[src/rtl/apb_gpio_pkg.sv]
// Shared types and constants for the APB-to-GPIO slave bridge.
package apb_gpio_pkg;

    typedef enum logic [1:0] {
        ST_IDLE = 2'd0,
        ST_REQ  = 2'd1,
        ST_DONE = 2'd2
    } state_t;

    localparam logic RESP_OK  = 1'b0;
    localparam logic RESP_ERR = 1'b1;

    // Number of byte-offset bits below the word index in a byte address.
    function automatic int byte_off_bits(input int data_width);
        return $clog2(data_width / 8);
    endfunction

endpackage

[src/rtl/apb_gpio_addr_decode.sv]
// Combinational byte-address decode: word index, range error, alignment error.
module apb_gpio_addr_decode
    import apb_gpio_pkg::*;
#(
    parameter int ADDR_WIDTH = 8,
    parameter int DATA_WIDTH = 32,
    parameter int NUM_REGS   = 16,
    parameter int IDX_W      = 4
) (
    input  logic [ADDR_WIDTH-1:0] paddr,
    output logic [IDX_W-1:0]      idx,
    output logic                  dec_err,
    output logic                  align_err
);

    localparam int OFF = byte_off_bits(DATA_WIDTH);
    localparam logic [ADDR_WIDTH-1:0] OFF_MASK = ADDR_WIDTH'((1 << OFF) - 1);

    logic [ADDR_WIDTH-1:0] word;

    assign word = paddr >> OFF;
    assign idx  = word[IDX_W-1:0];

    // One extra bit so NUM_REGS == 2**ADDR_WIDTH does not wrap to zero.
    assign dec_err   = {1'b0, word} >= (ADDR_WIDTH + 1)'(NUM_REGS);
    assign align_err = |(paddr & OFF_MASK);

endmodule

[src/rtl/apb_gpio_slave_bridge.sv]
// APB3/APB4 slave front-end for the GPIO core with backend req/ack and ack timeout.
//   state   | meaning
//   IDLE    | waiting for an APB setup phase
//   REQ     | backend request outstanding, counting toward timeout
//   DONE    | pready high for one cycle with pslverr/prdata
module apb_gpio_slave_bridge
    import apb_gpio_pkg::*;
#(
    parameter int ADDR_WIDTH = 8,
    parameter int DATA_WIDTH = 32,
    parameter int NUM_REGS   = 16,
    parameter int TIMEOUT    = 15
) (
    input  logic                         pclk,
    input  logic                         preset,
    input  logic                         psel,
    input  logic                         penable,
    input  logic                         pwrite,
    input  logic [ADDR_WIDTH-1:0]        paddr,
    input  logic [DATA_WIDTH-1:0]        pwdata,
    input  logic [DATA_WIDTH/8-1:0]      pstrb,
    output logic                         pready,
    output logic [DATA_WIDTH-1:0]        prdata,
    output logic                         pslverr,
    output logic                         gpio_req,
    output logic                         gpio_we,
    output logic [$clog2(NUM_REGS)-1:0]  gpio_addr,
    output logic [DATA_WIDTH-1:0]        gpio_wdat,
    output logic [DATA_WIDTH/8-1:0]      gpio_be,
    input  logic                         gpio_ack,
    input  logic [DATA_WIDTH-1:0]        gpio_rdat,
    input  logic                         gpio_inta_o,
    output logic                         irq
);

    localparam int IDX_W = $clog2(NUM_REGS);
    localparam int CNT_W = (TIMEOUT > 1) ? $clog2(TIMEOUT) : 1;
    localparam logic [CNT_W-1:0] CNT_LAST = CNT_W'(TIMEOUT - 1);

    state_t           state;
    logic [CNT_W-1:0] cnt;
    logic [IDX_W-1:0] dec_idx;
    logic             dec_err;
    logic             align_err;

    apb_gpio_addr_decode #(
        .ADDR_WIDTH(ADDR_WIDTH),
        .DATA_WIDTH(DATA_WIDTH),
        .NUM_REGS  (NUM_REGS),
        .IDX_W     (IDX_W)
    ) u_decode (
        .paddr    (paddr),
        .idx      (dec_idx),
        .dec_err  (dec_err),
        .align_err(align_err)
    );

    always_ff @(posedge pclk or posedge preset) begin
        if (preset) begin
            state     <= ST_IDLE;
            cnt       <= '0;
            pready    <= 1'b0;
            pslverr   <= 1'b0;
            prdata    <= '0;
            gpio_req  <= 1'b0;
            gpio_we   <= 1'b0;
            gpio_addr <= '0;
            gpio_wdat <= '0;
            gpio_be   <= '0;
            irq       <= 1'b0;
        end else begin
            irq <= gpio_inta_o;
            case (state)
                ST_IDLE: begin
                    if (psel && !penable) begin
                        if (dec_err || align_err) begin
                            state   <= ST_DONE;
                            pready  <= 1'b1;
                            pslverr <= RESP_ERR;
                            prdata  <= '0;
                        end else begin
                            state     <= ST_REQ;
                            cnt       <= '0;
                            gpio_req  <= 1'b1;
                            gpio_we   <= pwrite;
                            gpio_addr <= dec_idx;
                            gpio_wdat <= pwdata;
                            gpio_be   <= pwrite ? pstrb : '1;
                        end
                    end
                end
                ST_REQ: begin
                    // A withdrawn select wins: there is no master left to answer.
                    if (!psel) begin
                        state    <= ST_IDLE;
                        gpio_req <= 1'b0;
                        gpio_we  <= 1'b0;
                    end else if (gpio_ack) begin
                        state    <= ST_DONE;
                        gpio_req <= 1'b0;
                        gpio_we  <= 1'b0;
                        pready   <= 1'b1;
                        pslverr  <= RESP_OK;
                        prdata   <= gpio_we ? '0 : gpio_rdat;
                    end else if (cnt == CNT_LAST) begin
                        state    <= ST_DONE;
                        gpio_req <= 1'b0;
                        gpio_we  <= 1'b0;
                        pready   <= 1'b1;
                        pslverr  <= RESP_ERR;
                        prdata   <= '0;
                    end else begin
                        cnt <= cnt + CNT_W'(1);
                    end
                end
                ST_DONE: begin
                    state   <= ST_IDLE;
                    pready  <= 1'b0;
                    pslverr <= 1'b0;
                    prdata  <= '0;
                end
                default: state <= ST_IDLE;
            endcase
        end
    end

endmodule
[config.mk]
export PLATFORM = sky130hd
export DESIGN_NAME = apb_gpio_slave_bridge
export DESIGN_NICKNAME = d
export VERILOG_FILES = /design/src/rtl/apb_gpio_pkg.sv /design/src/rtl/apb_gpio_addr_decode.sv /design/src/rtl/apb_gpio_slave_bridge.sv
export SDC_FILE = /design/constraint.sdc
export NUM_CORES = 1
export LEC_CHECK = 0
export CAP_MARGIN = 25
export CORE_ASPECT_RATIO = 2
export CORE_UTILIZATION = 30
export CTS_BUF_LIST = sky130_fd_sc_hd__clkbuf_8 sky130_fd_sc_hd__clkbuf_16
export DETAILED_ROUTE_END_ITERATION = 10
export PLACE_DENSITY_LB_ADDON = 0.2
export SYNTH_ARGS = -nofsm -noshare
export SYNTH_HDL_FRONTEND = slang
export SYNTH_SLANG_ARGS = --single-unit
[constraint.sdc]
create_clock -name pclk -period 3.45 [get_ports pclk]
set_input_delay 0.69 -clock pclk [delete_from_list [all_inputs] [get_ports pclk]]
set_output_delay 0.69 -clock pclk [all_outputs]
set_load 0.01 [all_outputs]
# Yosys cells after proc, flatten, opt, wreduce, memory -nomap -nowiden
# Cells that the tools add are included.
[totals]
out_inout_bits = 77
wordCells = 75
register_bits = 83
input_bits = 83
[op_classes]
n_bitwise = 1
eq_ne = 11
n_mux = 38
reduce_logical = 12
magnitude_cmp = 1
addsub = 1
[op_table]
columns = ["op", "count"]
rows = [
  ["2-to-1 mux 32 bit", 6],
  ["case mux 32 bit (3 select lines)", 1],
  ["2-to-1 mux 4 bit", 6],
  ["2-to-1 mux 1 bit", 14],
  ["inequality test 2 bit (second input constant)", 6],
  ["2-to-1 mux 2 bit", 5],
  ["case mux 4 bit (2 select lines)", 1],
  [">= comparator 6 x 5 -> 1 bit (second input constant)", 1],
  ["case mux 1 bit (3 select lines)", 2],
  ["AND reduction 6 bit", 1],
  ["AND reduction 5 bit", 1],
  ["adder 4 x 1 -> 4 bit (second input constant)", 1],
  ["equality test 4 bit (second input constant)", 1],
  ["inequality test 4 bit (second input constant)", 1],
  ["case mux 1 bit (2 select lines)", 2],
  ["case mux 2 bit (2 select lines)", 1],
  ["AND reduction 4 bit", 1],
  ["inequality test 3 bit (second input constant)", 1],
  ["AND reduction 3 bit", 1],
  ["nonzero test 3 bit", 1],
  ["equality test 2 x 1 -> 1 bit (second input constant)", 1],
  ["equality test 2 bit (second input constant)", 1],
  ["zero test 2 bit", 1],
  ["AND reduction 2 bit", 1],
  ["6 further kinds", 6],
]

# Depth between registers and ports, before layout
[depth]
word_depth = 5
depth_mapped = 8

# Cells and area by module
# A second synthesis with hierarchy kept.
[unflattened]
hier_cells = 231
hier_area_um2 = 3236.9
[modules_own_cells]
columns = ["mod", "cells_each", "n_inst", "area_per_inst_um2"]
rows = [
  ["apb_gpio_slave_bridge", 225, 1, 3194.3],
  ["apb_gpio_addr_decode", 6, 1, 42.5],
]

# Least setup slack after synthesis
# Ideal clock, no wire load.
[synth_path]
path_kind = "input to register"
startpoint = "input port gpio_ack"
endpoint = "register pslverr"
path_slack_ns = 1.633
path_buffers = 0
t_arrival_ns = 1.692
stages = 4
required_time_ns = 3.325
path_cell_list = "a31o_2 > or2_2 > nand3_4 > mux2_2"
[synth_via]
elab_chain_cells = 3
word_cells_on_any_way = 5
[synth_rtl]
columns = ["item", "line_no", "source"]
rows = [
  ["from (decl)", "apb_gpio_slave_bridge.sv:30", "input logic gpio_ack,"],
  ["2-to-1 mux 1 bit", "apb_gpio_slave_bridge.sv:98", "end else if (gpio_ack) begin"],
  ["2-to-1 mux 1 bit", "apb_gpio_slave_bridge.sv:94", "if (!psel) begin"],
  ["case mux 1 bit (3 select lines)", "apb_gpio_slave_bridge.sv:73", "case (state)"],
  ["to (signal assigned)", "apb_gpio_slave_bridge.sv:79", "pslverr <= RESP_ERR;"],
  ["to (signal assigned)", "apb_gpio_slave_bridge.sv:103", "pslverr <= RESP_OK;"],
  ["to (signal assigned)", "apb_gpio_slave_bridge.sv:110", "pslverr <= RESP_ERR;"],
  ["to (decl)", "apb_gpio_slave_bridge.sv:24", "output logic pslverr,"],
]
# Several ways; a longest one is shown, not always the timed one. The select of a mux whose other input is x is not followed.
# A chain may end at the register's enable or synchronous reset.

# Worst setup path in the final report
[layout_path]
startpoint = "register state[1]"
endpoint = "register prdata[20]"
[layout_via]
elab_chain_cells = 3
word_cells_on_any_way = 10
[layout_rtl]
columns = ["item", "line_no", "source"]
rows = [
  ["from (decl)", "apb_gpio_slave_bridge.sv:40", "state_t state;"],
  ["from (signal assigned)", "apb_gpio_slave_bridge.sv:60", "state <= ST_IDLE;"],
  ["from (signal assigned)", "apb_gpio_slave_bridge.sv:77", "state <= ST_DONE;"],
  ["from (signal assigned)", "apb_gpio_slave_bridge.sv:82", "state <= ST_REQ;"],
  ["equality test 2 x 1 -> 1 bit, or another cell as far along", "apb_gpio_slave_bridge.sv:73", ""],
  ["inequality test 3 bit (no source line), or another cell as far along", "-", ""],
  ["AND reduction 5 bit (no source line)", "-", ""],
  ["to (signal assigned)", "apb_gpio_slave_bridge.sv:104", "prdata <= gpio_we ? '0 : gpio_rdat;"],
  ["to (decl)", "apb_gpio_slave_bridge.sv:23", "output logic [DATA_WIDTH-1:0] prdata,"],
]
# Several ways; a longest one is shown, not always the timed one.

==> flow_metrics.tcl <==
set metrics [dict create \
    dieHeight_microns 158 \
    fmax_mhz 416 \
    clock_path_buffers 2 \
    ys_seq_area_share_pct 57.2 \
    powerDensity_nw_per_um2 587 \
    nets 552 \
    h-tree-depth 3 \
    critPathLaunchType "flop" \
    cts_hold_buf 0 \
    tns_ns 0 \
    pin_count 160 \
    synth_top_area_share_pct 57.2 \
    synth-xor-area-share_pct 0 \
    syn-cell-area_sq_um 3630 \
    hold_viol 0 \
    routedWlPerCell_microns 15.5 \
    vias 2737 \
    syn_inst 302 \
    synth_area_leaders "dfrtp_1 (57%), mux2_2 (11%), mux2i_1 (9.7%)" \
    viasPerCell 4.46 \
    tightest_slew_ns 0.668 \
    path_max_fanout 26 \
    status "finished, final reports clean" \
    fin_crit_ns 2.41 \
    die-area_sq_um 12600 \
    fillers 1118 \
    power.leakage_uw 0.00256 \
    clk_latency_ns 0.33 \
    slew_headroom_pct 55.5 \
    seqCellArea_sq_um 2080 \
    rows 56 \
    port_buffers 159 \
    synth_mux_area_share_pct 21.1 \
    min_delay_path_depth 2 \
    finalCritPeriodShare_pct 69.7 \
    die_w_microns 79.8 \
    path_clk_slew_ns 0.06 \
    irDropWorstVdd_uv 303 \
    crit_arrival_ns 2.65 \
    ys_ff_latch 83 \
    clock_skew_ns 0.00640 \
    dp_cells 598 \
    antenna_found_initial 0 \
    place_congestion 0.891 \
    synth_nets 390 \
    synth_compound_area_share_pct 3.90 \
    synth_top_family_by_area "multiplexers" \
    start_util_pct 30.8 \
    fin_total_pwr_uw 3340 \
    rsz0062_at_grt "no" \
    grt-ovfl-total 0 \
    layout-drive-gt1-share_pct 13.6 \
    dp_hpwl_microns 7240 \
    synth_top_cell_by_area "dfrtp_1" \
    synth_adder_area_share_pct 1.72 \
    grt_pass1_vias 2903 \
    cts_tree "done" \
    grt_usage_pct 15.8 \
    insertedDiodeCount 0 \
    root_buffer "clkbuf_16" \
    grt_max_degree 47 \
    drt_iter0_drc 80 \
    drv_slew 0 \
    crit_type "reg -> reg" \
    route.antenna.remaining_nets 0 \
    worstPathRequired_ns 3.69 \
    yosysUniqueCellTypes 34 \
    hold_slack_ns 0.485 \
    setup_violations 0 \
    multi_input_area_sq_um 1300 \
    area_delta_synth_final_pct 57.0 \
    drc 0 \
    crit_top_cell "inv_1" \
    synth.avg_cell_area_sq_um 12.0 \
    drv_cap 0 \
    fin_cells 614 \
    synth-simple-area-share_pct 8.90 \
    wirelength_microns 9520 \
    slowest_delay_ns 0.41 \
    hold_path.class "reg -> reg" \
    core_region_area_sq_um 11800 \
    post_cts_resized 0 \
    cts_buffers 9 \
    yosysWarnings 0 \
    rr_worst_depth 7 \
    cts_setup_buffers 0 \
    path_cells "inv_1, ha_1, inv_1, or2_2, nand3_4, buf_4, mux2i_1" \
    worst_setup_path_end_kind "flop" \
    dr.pass1.iters 4 \
    cts.sinks 83 \
    grt_pass1_wl_microns 14700 \
    slowest_stage "dfrtp_1" \
]
==> where the power goes <==
part / total (uW) / internal [uW] / leakage, uW / switching (uW)
Clock: 1080 / 705 / 0.000163 / 377
Combinational: 1030 / 595 / 0.00129 / 430
Sequential: 1240 / 1140 / 0.00111 / 92.8
==> state kept, by name (all words and copies together), names as in the netlist <==
register	count
gpio_wdat	32
prdata	32
cnt	4
gpio_addr	4
gpio_be	4
state	2
gpio_req	1
gpio_we	1
irq	1
pready	1
pslverr	1
==> kinds of logic (layout without fill, tap and decap cells) <==
logic type | Yosys count | after routing
DFF | 83 | 83
muxes | 72 | 72
and+or+nand+nor | 64 | 64
buffers and inverters | 56 | 223
AOI/OAI and AO/OA | 22 | 22
adders and majority gates | 5 | 5
==> layer usage <==
layer	global-route usage, %	up-vias	routed length, microns
met4	7.82	0	287
met2	30.6	77	5760
met1	14.9	1342	3130
li1	-	1304	-
met3	3.48	14	350
met5	0	-	0
==> synth_stat cells <==
cell type and instances:
nand2_4 1, a21boi_0 1, o211ai_1 1, ha_1 5, nor3b_2 1, nand2b_1 1, and3_1 1, or2_2 1
mux2_2 37, a31oi_1 2, nand3_1 2, nor2_1 3, dfrtp_1 83, o22ai_1 1, a31o_2 1, a21oi_1 6
nor2b_1 4, o21ai_0 7, a211o_1 1, buf_2 1, and2_2 1, clkbuf_1 3, clkbuf_2 1, nor4_4 1
nand3_4 1, and2b_1 1, nor4b_1 1, inv_1 45, mux2i_1 35, a22o_1 1, buf_6 6, o32ai_2 1
nand2_1 44, or3_1 1
==> path summary, 6_finish.rpt <==
kind,start,endpoint,slack [ns]
hold / removal,gpio_be[1],gpio_be[1],0.48
setup reg to reg,state[1],prdata[20],1.04
setup / recovery,state[1],prdata[20],1.04
hold reg to reg,gpio_be[1],gpio_be[1],0.48
min in group asynchronous,preset,gpio_wdat[22],0.74
max in group asynchronous,preset,gpio_wdat[11],2.01
==> layout by cell type, fill, tap and decap left out, types with 2 or more instances in the layout <==
cell type	instances
a21oi_1	6
a31oi_1	2
buf_4	2
bufinv_16	3
clkbuf_16	9
clkdlybuf4s50_1	159
clkinvlp_4	2
dfrtp_1	83
ha_1	5
inv_1	45
mux2_2	37
mux2i_1	35
nand2_1	44
nand3_1	2
nor2_1	3
nor2b_1	4
o21ai_0	7
==> layout make-up <==
type | count | area share [%]
well taps | 145 | 3.18
flip-flops and latches | 83 | 36.5
multi-input cells | 163 | 22.8
clock inverters | 7 | 2.06
clock buffers | 9 | 3.95
inverters | 45 | 2.99
repair buffers | 162 | 28.5
==> per-stage QoR <==
| stage | area, sq um | util (%) | setup WS (ns) |
|---|---|---|---|
| floorplan | 3630 | - | 0.623 |
| global placement | 5360 | 45.5 | 0.780 |
| detailed placement | 5360 | 45.5 | 0.719 |
| CTS | 5700 | 48.4 | 1.02 |
| global route | 5700 | 48.4 | 0.843 |
| finish | 5700 | 48.4 | 1.04 |
==> worst max-delay path: cells and delay by family, from the launching register on <==
kind / cells / cell delay [ns]
muxes: 1 / 0.22
buffers and inverters: 3 / 0.58
adders and majority gates: 1 / 0.34
and+or+nand+nor: 2 / 0.76
DFF: 1 / 0.41
Note: power is estimated with default switching activity, not from simulation.
